### config.mk
export PLATFORM = sky130hd
export DESIGN_NAME = pixel_stage_buffer
export DESIGN_NICKNAME = d
export VERILOG_FILES = /design/src/rtl/pixel_stage_buffer.sv
export SDC_FILE = /design/constraint.sdc
export NUM_CORES = 1
export LEC_CHECK = 0
export CAP_MARGIN = 0
export CORE_MARGIN = 2
export CORE_UTILIZATION = 53
export CTS_CLUSTER_DIAMETER = 40
export CTS_CLUSTER_SIZE = 28
export DETAILED_ROUTE_END_ITERATION = 8
export HOLD_SLACK_MARGIN = 0.08
export PLACE_DENSITY = 0.76
export SLEW_MARGIN = 20
export SYNTH_ARGS = -nofsm -noshare
export SYNTH_HDL_FRONTEND = slang
export SYNTH_SLANG_ARGS = --single-unit
### constraint.sdc
create_clock -name clock -period 9.87 [get_ports clock]
set_clock_uncertainty 0.2 [all_clocks]
set_input_delay 2.961 -clock clock [delete_from_list [all_inputs] [get_ports clock]]
set_output_delay 2.961 -clock clock [all_outputs]
set_load 0.02 [all_outputs]
### src/rtl/pixel_stage_buffer.sv
// -----------------------------------------------------------------------------
// pixel_stage_buffer
//
// Per-lane FIFO between one rasterizer and one lane of the depth comparator.
// It absorbs fragment bursts so the rasterizer does not stall while the
// comparator serves other lanes. The head entry is offered to the comparator
// and retired only when the comparator signals completion on `written`.
//
// Comparator handshake on the head entry:
//   - `written` seen low while an entry is offered -> entry is "taken"
//     (head frozen from then on).
//   - `written` seen high while taken -> entry done, head popped.
//   - After a pop the comparator must drop `written` again for the next entry.
//
// in_data / out_data packing (pixel_info_t flattened, DATA_W = 64):
//   [63:48] x   [47:32] y   [31:16] depth   [15:0] color
// The FIFO never looks inside the entry; the packing only matters to the
// rasterizer and comparator.
//
// Ports
//   clock     in   1        system clock, all logic on posedge
//   reset     in   1        synchronous, active-high
//   in_data   in   DATA_W   fragment from rasterizer
//   in_valid  in   1        rasterizer offers in_data this cycle
//   in_ready  out  1        FIFO accepts (push = in_valid && in_ready)
//   out_data  out  DATA_W   head entry ('0 when nothing is offered)
//   out_valid out  1        head entry present
//   written   in   1        comparator completion: 0 = taken, 0->1 = done
//   flush     in   1        drop all untaken entries (frame abort)
//   count     out  CNT_W    current occupancy
//   empty     out  1        nothing stored and nothing pending
// -----------------------------------------------------------------------------
module pixel_stage_buffer #(
  parameter int  DEPTH  = 8,
  parameter int  DATA_W = 64,
  localparam int CNT_W  = $clog2(DEPTH) + 1,
  localparam int ADDR_W = $clog2(DEPTH)
) (
  input  logic              clock,
  input  logic              reset,
  input  logic [DATA_W-1:0] in_data,
  input  logic              in_valid,
  output logic              in_ready,
  output logic [DATA_W-1:0] out_data,
  output logic              out_valid,
  input  logic              written,
  input  logic              flush,
  output logic [CNT_W-1:0]  count,
  output logic              empty
);

  // ---------------------------------------------------------------------------
  // State
  // ---------------------------------------------------------------------------
  logic [DATA_W-1:0] mem [DEPTH];
  logic [ADDR_W-1:0] rd_ptr;
  logic [ADDR_W-1:0] wr_ptr;
  logic [CNT_W-1:0]  count_q;
  logic              taken;      // head handed to the comparator, not yet done
  logic              written_q;  // previous-cycle written, to see the 0->1 edge

  logic [ADDR_W-1:0] rd_ptr_d;
  logic [ADDR_W-1:0] wr_ptr_d;
  logic [CNT_W-1:0]  count_d;
  logic              taken_d;

  logic push_en;
  logic pop_en;
  logic take_en;

  // ---------------------------------------------------------------------------
  // Outputs: all derived from registered state only. Neither `written` nor
  // `in_valid` reaches an output combinationally.
  // ---------------------------------------------------------------------------
  assign in_ready  = (count_q != CNT_W'(DEPTH));
  assign out_valid = (count_q != '0);
  assign out_data  = out_valid ? mem[rd_ptr] : '0;
  assign count     = count_q;
  // A taken entry is still counted in count_q, so count==0 already implies
  // nothing is pending at the comparator.
  assign empty     = (count_q == '0);

  // ---------------------------------------------------------------------------
  // Events
  // ---------------------------------------------------------------------------
  // Full blocks a push even when a pop happens the same cycle: in_ready is a
  // function of the registered count only. Flush discards a coincident push.
  assign push_en = in_valid && in_ready && !flush;

  // Pop only from the taken state on the rising edge of written. Because
  // taken is entered on a cycle where written was low, written_q is always
  // low on the first high cycle afterwards; a written held high never pops.
  assign pop_en  = taken && written && !written_q;

  // Offer accepted: comparator drops written while a head is visible.
  // Flush wins, so an untaken head being flushed is never taken.
  assign take_en = !taken && out_valid && !written && !flush;

  // ---------------------------------------------------------------------------
  // Next-state logic
  // ---------------------------------------------------------------------------
  // NOTE: every signal assigned here gets a default first, so no path leaves a
  // value unassigned and no latch is inferred.
  always_comb begin
    rd_ptr_d = rd_ptr;
    wr_ptr_d = wr_ptr;
    count_d  = count_q;
    taken_d  = taken;

    if (flush) begin
      if (pop_en) begin
        // Head completes in the flush cycle: nothing survives.
        rd_ptr_d = rd_ptr + ADDR_W'(1);
        wr_ptr_d = rd_ptr + ADDR_W'(1);
        count_d  = '0;
        taken_d  = 1'b0;
      end else if (taken) begin
        // Comparator owns the head: keep it alone, drop everything behind it.
        wr_ptr_d = rd_ptr + ADDR_W'(1);
        count_d  = CNT_W'(1);
      end else begin
        rd_ptr_d = wr_ptr;
        count_d  = '0;
      end
    end else begin
      if (push_en) begin
        wr_ptr_d = wr_ptr + ADDR_W'(1);
      end

      if (pop_en) begin
        rd_ptr_d = rd_ptr + ADDR_W'(1);
        taken_d  = 1'b0;
      end else if (take_en) begin
        taken_d  = 1'b1;
      end

      unique case ({push_en, pop_en})
        2'b10:   count_d = count_q + CNT_W'(1);
        2'b01:   count_d = count_q - CNT_W'(1);
        default: count_d = count_q;
      endcase
    end
  end

  // ---------------------------------------------------------------------------
  // Registers
  // ---------------------------------------------------------------------------
  // NOTE: sequential state uses non-blocking assignments so every register
  // samples the values from before this edge, independent of statement order.
  always_ff @(posedge clock) begin
    if (reset) begin
      rd_ptr    <= '0;
      wr_ptr    <= '0;
      count_q   <= '0;
      taken     <= 1'b0;
      written_q <= 1'b1;
    end else begin
      rd_ptr    <= rd_ptr_d;
      wr_ptr    <= wr_ptr_d;
      count_q   <= count_d;
      taken     <= taken_d;
      written_q <= written;
    end
  end

  // NOTE: the storage array has no reset; stale contents are never visible
  // because out_data is masked by out_valid and count bounds every read.
  always_ff @(posedge clock) begin
    if (push_en) begin
      mem[wr_ptr] <= in_data;
    end
  end

  // ---------------------------------------------------------------------------
  // Properties
  // ---------------------------------------------------------------------------
  // A push never lands on the head slot while entries are stored, so the
  // head stays put for as long as the comparator holds it.
  a_head_frozen: assert property (
    @(posedge clock) disable iff (reset)
      (taken && !pop_en) |=> $stable(out_data)
  );

  a_count_bound: assert property (
    @(posedge clock) disable iff (reset)
      count_q <= CNT_W'(DEPTH)
  );

  a_taken_has_head: assert property (
    @(posedge clock) disable iff (reset)
      taken |-> out_valid
  );

endmodule
==> flow_metrics.py, run 1 <==
metrics = {
    "run_status": {
        "outcome": "completed",
    },
    "synth": {
        "ys_dominant_reg_cell": "edfxtp_1",
        "yosysSeqAreaShare": 0.7717,
        "synth_warnings": 0,
        "syn-num-nets": 1003,
        "yosys.area.top_type_share": 0.7569,
        "synth_top_cell_by_area": "edfxtp_1",
        "synth_area_leaders": "edfxtp_1, mux4_2, mux2i_1, dfxtp_1, nor2_1",
        "syn_inst": 930,
        "syn_avg_cell_area_um2": 21.84,
        "ys_ff_latch": 527,
        "synth_cell_types": 47,
        "netlist_area_um2": 20310,
        "async_reset_ff_frac": 0,
        "synth-edff-count": 512,
    },
    "critical_path": {
        "path_max_fanout": 80,
        "end_kind": "primary output",
        "crit_type": "register to primary output",
        "slowest_delay_ps": 710,
        "crit_chain": "buf_12 > buf_12 > mux4_2 > mux2i_1 > nor2_1 > clkdlybuf4s50_1",
        "crit_slowest_cell": "dfxtp_4",
        "crit_arrival_ps": 3630,
        "cp_common_cell": "buf_12",
        "required_ps": 6710,
        "crit_path_start_kind": "register",
    },
    "drt": {
        "wl_um": 39210,
        "routedWlPerCell_um": 23.68,
        "drtIter0Drc": 767,
        "wl_met1_um": 16310,
        "antenna_left": 0,
        "met2_length_um": 19990,
        "drt_first_pass_iters": 5,
        "remaining_drc_errors": 0,
        "dr.max_layer_used": "met4",
        "wl_met3_um": 2315,
        "via_per_inst": 5.778,
        "vias": 9568,
    },
    "power_and_ir_drop": {
        "powerDensity_nw_per_um2": 199.7,
        "p_sw_uw": 1028,
        "seq_power_share": 0.517,
        "ir_worst_vdd_mv": 0.1654,
        "p_leak_uw": 0.007498,
        "sw_frac_of_total": 0.2123,
        "clock_power_share": 0.429,
        "intPower_uw": 3815,
        "combPwrFrac": 0.054,
    },
    "global_routing": {
        "grt_use_total": 0.2026,
        "grt_pass1_vias": 9797,
        "grt_pass1_wl_um": 59150,
        "antenna_found_initial": 1,
        "gr-total-overflow": 0,
        "grt_max_degree": 81,
    },
    "sta": {
        "fin_crit_ps": 6790,
        "maxSlewViolCount": 0,
        "slew_headroom": 0.3873,
        "period_share": 0.6879,
        "timing.final.hold_violations": 0,
        "finalSetupTns_ps": 0,
        "worst_slew_pin_slew_ps": 919.1,
        "fmax_ghz": 0.1473,
        "setup_viol": 0,
        "rsz0062_at_grt": "false",
        "post-route-worst-setup-slack_ps": 3080,
    },
    "clock_tree": {
        "clock_sinks": 527,
        "htree_levels": 2,
        "numCtsBuffers": 55,
        "cts-root-buf": "clkbuf_16",
        "cts_repair_resize_count": 0,
        "clkLatencyLatePin_ps": 570,
        "cts_tree": "yes",
        "postCtsSetupRepairBufs": 0,
        "clkTransAtPathRegs_ps": 60,
        "hold_buffers": 0,
        "clock_path_buffers": 3,
    },
    "floorplan": {
        "dieArea_um2": 39910,
        "die_y_um": 199.8,
        "core_area_um2": 37670,
        "rows": 71,
        "dieWidth_um": 199.8,
        "initial_core_util": 0.5393,
        "ioPinCount": 140,
    },
    "run": {
        "drv_cap": 0,
    },
    "placement": {
        "port_buffers": 139,
        "place_congestion": 0.7678,
        "dp_slack_ps": 3376,
        "dp_hpwl_um": 20360,
    },
    "cells_and_area": {
        "nets": 1172,
        "drive_gt1_frac": 0.2283,
        "area_delta_synth_final_pct": 19.41,
        "n_fill_cell": 2557,
    },
    "worst_hold_path": {
        "holdCritPathClass": "register to register",
    },
}
-- area by class of cell --
cell class,instances,area (µm²),area share
repair buffers,162,1589,0.06551
inverters,2,7.507,0.0003095
clock buffers,57,1384,0.05705
well taps,511,639.4,0.02636
multi-input cells,351,4467,0.1842
diodes,2,5.005,0.0002063
flip-flops and latches,527,15690,0.6467
clock inverters,44,476.7,0.01965
-- registers in the layout, summed over array words and instances, names as in the netlist, named ones only --
register,flops
count,4
mem,512
rd_ptr,3
taken,1
wr_ptr,3
written_q,1
-- logic make-up after synthesis --
family / Yosys count / synth area share
XOR/XNOR: 3 / 0.001294
multiplexers: 194 / 0.1744
flip-flops: 527 / 0.7717
adder cells (fa/ha/maj): 4 / 0.002464
AO/OA/AOI/OAI: 28 / 0.01016
AND/OR/NAND/NOR: 122 / 0.02827
buffers and inverters: 52 / 0.01164
-- placed cells by master, fill, tap and decap left out, types with 5 or more instances in the layout --
| master | n |
|---|---|
| nand3_1 | 7 |
| a21oi_1 | 5 |
| mux4_2 | 128 |
| bufinv_16 | 6 |
| clkdlybuf4s50_1 | 139 |
| nor2_1 | 73 |
| clkinv_2 | 6 |
| clkbuf_16 | 55 |
| buf_4 | 21 |
| clkinvlp_4 | 5 |
| inv_6 | 12 |
| dfxtp_1 | 12 |
| nand2_1 | 8 |
| edfxtp_1 | 512 |
| clkinv_1 | 6 |
| mux2i_1 | 66 |
-- power by group through the flow --
stage          sequential, µW  clock (µW)  combinational (µW)
6_report                 2500        2080                 263
5_1_grt                  2510        2210                 283
4_1_cts                  2510        2120                 264
3_5_place_dp             2560           0                 263
3_3_place_gp             2550           0                 258
2_1_floorplan            2540           0                 154
-- Yosys cell counts (all sizes together) (4+ instances only) --
master	n
a211oi	4
a21oi	5
buf	34
clkbuf	16
dfxtp	15
edfxtp	512
ha	4
mux2i	66
mux4	128
nand2	8
nand2b	4
nand3	7
nor2	76
nor3	7
nor4	4
o21ai	5
-- metal layers --
| layer | up-vias | global-route usage |
|---|---|---|
| li1 | 4225 | - |
| met1 | 5024 | 0.2805 |
| met2 | 269 | 0.3403 |
| met3 | 50 | 0.03411 |
| met4 | 0 | 0.05405 |
| met5 | - | 0 |
-- critical path, delay by kind of cell, from the launching register on --
kind | cells | cell delay (ps)
flip-flops | 1 | 710
multiplexers | 2 | 750
AND/OR/NAND/NOR | 1 | 100
buffers and inverters | 3 | 1390
-- path summary, 6_finish.rpt --
kind	from	endpoint	slack, ps	cells past startpoint
max	register	out_data[52]	3080	6
min	rd_ptr[1]	register	310	2
max reg2reg	count[1]	mem[5][43]	6740	6
min reg2reg	rd_ptr[1]	register	310	2
-- metrics by stage --
step | total power, µW | hold slack [ps] | area [µm²] | instances | utilization
after floorplan | 2697 | 277.5 | 20320 | 930 | -
after global placement | 2811 | 291.3 | 22370 | 1552 | 0.5939
after detailed placement | 2818 | 297.5 | 22370 | 1552 | 0.5939
after CTS | 4889 | 315.0 | 24230 | 1653 | 0.6433
after global routing | 4999 | 323.7 | 24250 | 1654 | 0.6438
final | 4843 | 310.1 | 24250 | 1656 | 0.6439
(Power assumes the default switching activity.)
==> run 2, diff against run 1 <==
==> constraint.sdc (replaced) <==
create_clock -name clock -period 6.1 [get_ports clock]
set_clock_uncertainty 0.2 [all_clocks]
set_input_delay 1.83 -clock clock [delete_from_list [all_inputs] [get_ports clock]]
set_output_delay 1.83 -clock clock [all_outputs]
set_load 0.02 [all_outputs]
==> flow_metrics.py, run 2 (synthesis results as in run 1) <==
metrics = {
    "drt": {
        "drtIter0Drc": 734,
        "drt_first_pass_iters": 5,
        "wl_um": 40280,
        "antenna_left": 0,
        "routedWlPerCell_um": 24.25,
        "via_per_inst": 5.810,
        "remaining_drc_errors": 0,
        "vias": 9650,
    },
    "power_and_ir_drop": {
        "seq_power_share": 0.509,
        "intPower_uw": 6202,
        "combPwrFrac": 0.054,
        "powerDensity_nw_per_um2": 326.1,
        "power.total_uw": 7969,
        "clock_power_share": 0.437,
        "sw_frac_of_total": 0.2218,
        "ir_worst_vdd_mv": 0.2676,
        "p_sw_uw": 1768,
        "p_leak_uw": 0.007561,
    },
    "clock_tree": {
        "cts-root-buf": "clkbuf_16",
        "hold_buffers": 0,
        "clkLatencyLatePin_ps": 590,
        "htree_levels": 2,
        "cts_repair_resize_count": 0,
        "clkTransAtPathRegs_ps": 70,
        "numCtsBuffers": 56,
        "cts_tree": "yes",
        "postCtsSetupRepairBufs": 0,
        "clock_path_buffers": 3,
        "clock_sinks": 527,
    },
    "critical_path": {
        "cp.buffers_inverters": 2,
        "end_kind": "primary output",
        "r2r-start": "count[1]",
        "crit_chain": "buf_12 > mux4_2 > mux2i_1 > nor2_1 > clkdlybuf4s50_1",
        "crit_type": "register to primary output",
        "reg2reg_slack_ps": 3410,
        "crit_path_start_kind": "register",
        "crit_family": "buffers and inverters",
        "path_max_fanout": 52,
        "crit_arrival_ps": 3170,
        "crit_slowest_cell": "dfxtp_4",
        "timing.rr.end": "mem[7][36]",
        "required_ps": 4070,
        "r2r_cells": 5,
        "slowest_delay_ps": 670,
    },
    "sta": {
        "fmax_ghz": 0.1923,
        "timing.final.hold_violations": 0,
        "rsz0062_at_grt": "false",
        "setup_viol": 0,
        "maxSlewViolCount": 0,
        "slew_headroom": 0.3220,
        "period_share": 0.8526,
        "finalSetupTns_ps": 0,
        "fin_crit_ps": 5201,
        "worst_slew_pin_slew_ps": 1017,
    },
    "global_routing": {
        "grt_pass1_wl_um": 60700,
        "grt_pass1_vias": 10127,
        "antenna_found_initial": 4,
        "gr-total-overflow": 0,
        "grt_max_degree": 65,
        "grt_use_total": 0.2089,
    },
    "floorplan": {
        "die_y_um": 199.8,
        "core_area_um2": 37670,
        "dieArea_um2": 39910,
        "ioPinCount": 140,
        "dieWidth_um": 199.8,
        "rows": 71,
        "initial_core_util": 0.5393,
    },
    "cells_and_area": {
        "final_common_cell": "edfxtp_1",
        "nets": 1173,
        "final_util": 0.6488,
        "drive_gt1_frac": 0.2308,
        "largest_reg_flops": 512,
        "mostFrequentLayoutCells": "edfxtp_1, clkdlybuf4s50_1, mux4_2, nor2_1, mux2i_1",
        "fin_cells": 1661,
        "regMostFlops": "mem",
        "area_delta_synth_final_pct": 20.30,
    },
    "placement": {
        "port_buffers": 139,
        "dp_hpwl_um": 21300,
        "place_congestion": 0.7783,
        "dp.cells": 1553,
    },
    "worst_hold_path": {
        "holdCritPathClass": "register to register",
        "min_from": "rd_ptr[0]",
        "hold_depth": 2,
    },
    "run_status": {
        "outcome": "completed",
    },
    "run": {
        "drv_cap": 0,
    },
}
## run 2: worst min-delay path: stages, from the launching register on
cell and delay, ps:
dfxtp_1 350, nand3_1 90, a21oi_1 90
## run 2: how the worst max path moves through the flow
| stage | start | end | slack (ps) | cells past startpoint |
|---|---|---|---|---|
| 3_5_place_dp | flush | mem[7][35] | 1200 | 6 |
| 3_3_place_gp | flush | mem[7][17] | 1230 | 6 |
| 5_1_grt | register | out_data[27] | 660 | 5 |
| 6_report | register | out_data[27] | 900 | 5 |
| 4_1_cts | register | out_data[43] | 800 | 5 |
| 2_1_floorplan | flush | mem[4][0] | -1510 | 4 |
## run 2: layout make-up
| cell class | count | area (µm²) |
|---|---|---|
| flip-flops and latches | 527 | 15690 |
| inverters | 2 | 7.507 |
| clock inverters | 46 | 513.0 |
| multi-input cells | 351 | 4473 |
| clock buffers | 60 | 1448 |
| repair buffers | 162 | 1664 |
| fillers | 2501 | 13230 |
| well taps | 511 | 639.4 |
| diodes | 2 | 5.005 |
## run 2: per-stage QoR
step           hold WS [ps]  cell area, µm²  setup WS [ps]
3_5_place_dp          315.1           22470           1204
2_1_floorplan         277.5           20320          -1513
3_3_place_gp          303.5           22470           1228
5_1_grt               391.4           24430          664.1
4_1_cts               373.7           24430          796.5
6_report              368.6           24440          899.2
## run 2: power groups by stage
stage	combinational, µW	sequential [µW]	clock, µW
finish	430	4060	3480
global route	465	4060	3690
CTS	438	4060	3550
detailed placement	434	4130	0
global placement	425	4130	0
floorplan	250	4110	0
## run 2: metal layers
metal / vias to the layer above / track usage / share of wire
met2: 327 / 0.3520 / 0.51
met4: 6 / 0.06804 / 0.024
met5: - / 0 / 0.00099
met3: 72 / 0.03864 / 0.063
li1: 4235 / - / -
met1: 5010 / 0.2801 / 0.40
==> run 3, diff against run 2 <==
--- a/config.mk
+++ b/config.mk
@@ -6,11 +6,13 @@
 export NUM_CORES = 1
 export LEC_CHECK = 0
 export CAP_MARGIN = 0
+export CORE_ASPECT_RATIO = 0.5
 export CORE_MARGIN = 2
 export CORE_UTILIZATION = 53
 export CTS_CLUSTER_DIAMETER = 40
 export CTS_CLUSTER_SIZE = 28
 export DETAILED_ROUTE_END_ITERATION = 8
+export GPL_TIMING_DRIVEN = 0
 export HOLD_SLACK_MARGIN = 0.08
 export PLACE_DENSITY = 0.76
 export SLEW_MARGIN = 20
==> flow_metrics.py, run 3 (synthesis results as in run 1) <==
metrics = {
    "run_status": {
        "outcome": "completed",
    },
    "clock_tree": {
        "numCtsBuffers": 37,
        "clock_sinks": 527,
        "htree_levels": 2,
        "cts_repair_resize_count": 0,
        "clkLatencyLatePin_ps": 550,
        "cts-root-buf": "clkbuf_16",
        "clock_path_buffers": 3,
        "postCtsSetupRepairBufs": 0,
        "cts_tree": "yes",
        "hold_buffers": 0,
        "clkTransAtPathRegs_ps": 80,
    },
    "run": {
        "drv_cap": 0,
    },
    "placement": {
        "place_area_um2": 23020,
        "place_congestion": 0.7464,
        "port_buffers": 137,
        "dp_hpwl_um": 27720,
        "dp_slack_ps": 820.9,
        "dp.cells": 1638,
    },
    "global_routing": {
        "grt_max_degree": 29,
        "grt_pass1_wl_um": 63420,
        "grt_pass1_vias": 10536,
        "gr-total-overflow": 0,
        "grt_use_total": 0.2165,
        "antenna_found_initial": 1,
    },
    "critical_path": {
        "required_ps": 4070,
        "end_kind": "primary output",
        "timing.rr.end": "mem[6][18]",
        "crit_path_start_kind": "register",
        "r2r-start": "count[0]",
        "r2r_cells": 9,
        "path_max_fanout": 10,
        "reg2reg_slack_ps": 2850,
        "slowest_delay_ps": 830,
        "crit_arrival_ps": 3570,
        "crit_slowest_cell": "nor4_2",
        "crit_chain": "nor4_2 > buf_2 > buf_1 > nor2_1 > clkdlybuf4s50_1",
        "crit_type": "register to primary output",
    },
    "power_and_ir_drop": {
        "intPower_uw": 5571,
        "combPwrFrac": 0.065,
        "p_leak_uw": 0.007598,
        "seq_power_share": 0.562,
        "ir_worst_vdd_mv": 0.1878,
        "sw_frac_of_total": 0.2236,
        "powerDensity_nw_per_um2": 294.6,
        "p_sw_uw": 1604,
        "clock_power_share": 0.373,
    },
    "sta": {
        "fmax_ghz": 0.1786,
        "maxSlewViolCount": 0,
        "holdWs_ps": 413.3,
        "timing.final.hold_violations": 0,
        "slew_headroom": 0.4047,
        "period_share": 0.9177,
        "rsz0062_at_grt": "false",
        "fin_crit_ps": 5598,
        "setup_viol": 0,
        "worst_slew_pin_slew_ps": 885.6,
        "post-route-worst-setup-slack_ps": 501.8,
    },
    "drt": {
        "drtIter0Drc": 1081,
        "vias": 9967,
        "wl_um": 41960,
        "drt_first_pass_iters": 5,
        "routedWlPerCell_um": 24.58,
        "antenna_left": 0,
        "remaining_drc_errors": 0,
        "via_per_inst": 5.839,
    },
    "floorplan": {
        "die_y_um": 142.4,
        "dieArea_um2": 40000,
        "ioPinCount": 140,
        "dieWidth_um": 280.9,
        "initial_core_util": 0.5402,
        "core_area_um2": 37600,
        "rows": 50,
    },
    "cells_and_area": {
        "final_area_um2": 24360,
        "nets": 1230,
        "area_delta_synth_final_pct": 19.92,
        "fin_cells": 1707,
        "largest_reg_flops": 512,
        "n_fill_cell": 2358,
        "drive_gt1_frac": 0.2420,
        "mostFrequentLayoutCells": "edfxtp_1, clkdlybuf4s50_1, mux4_2, nor2_1, mux2i_1",
        "regMostFlops": "mem",
        "final_common_cell": "edfxtp_1",
    },
    "worst_hold_path": {
        "min_from": "rd_ptr[1]",
        "hold_depth": 2,
        "holdCritPathClass": "register to register",
    },
}
-- run 3: changes by cell type in the layout (fill, tap and decap cells not counted), moves of 4 or more --
cell	previous run	this run
buf_4	15	31
buf_6	0	7
buf_8	0	5
buf_12	8	3
inv_8	9	5
inv_6	10	5
clkbuf_1	2	16
buf_16	0	7
buf_1	0	8
buf_2	0	24
clkbuf_16	57	39
clkinv_1	7	0
-- run 3: how the worst max path moves through the flow --
stage	from	to	cells past startpoint
global placement	in_valid	mem[2][18]	4
detailed placement	in_valid	mem[6][21]	9
finish	count[0]	out_data[45]	5
CTS	count[1]	out_data[46]	6
global route	count[1]	out_data[45]	6
floorplan	flush	mem[4][0]	4
-- run 3: power groups by stage --
stage,clock (µW),combinational [µW],sequential [µW]
6_report,2680,468,4030
3_3_place_gp,0,440,4120
2_1_floorplan,0,250,4110
3_5_place_dp,0,470,4110
4_1_cts,2720,473,4030
5_1_grt,2860,501,4030
-- run 3: per-layer routing --
metal,GRT usage,wire (µm)
met2,0.3764,21670
met5,0,0
met4,0.06699,1092
met3,0.03086,2241
met1,0.2883,16950
-- run 3: area by class of cell --
type / count / area (µm²) / area share
antenna: 1 / 2.502 / 0.0001027
timing repair buffer: 188 / 1992 / 0.08178
buffer: 50 / 229.0 / 0.009400
multi-input combinational: 351 / 4464 / 0.1833
tap: 520 / 650.6 / 0.02671
sequential: 527 / 15680 / 0.6435
clock buffer: 39 / 975.9 / 0.04007
clock inverter: 29 / 361.6 / 0.01484
inverter: 2 / 7.507 / 0.0003082
-- run 3: critical path: cells and delay by family, from the launching register on --
family	cells	cell delay (ps)
flip-flops	1	420
buffers and inverters	3	1580
AND/OR/NAND/NOR	2	1000
-- run 3: per-stage QoR --
step,TNS [ps],util,power (µW)
final,0,0.6479,7175
after global placement,-2282870,0.5943,4559
after CTS,0,0.6478,7223
after floorplan,-322950,-,4364
after global routing,0,0.6478,7397
after detailed placement,0,0.6122,4584
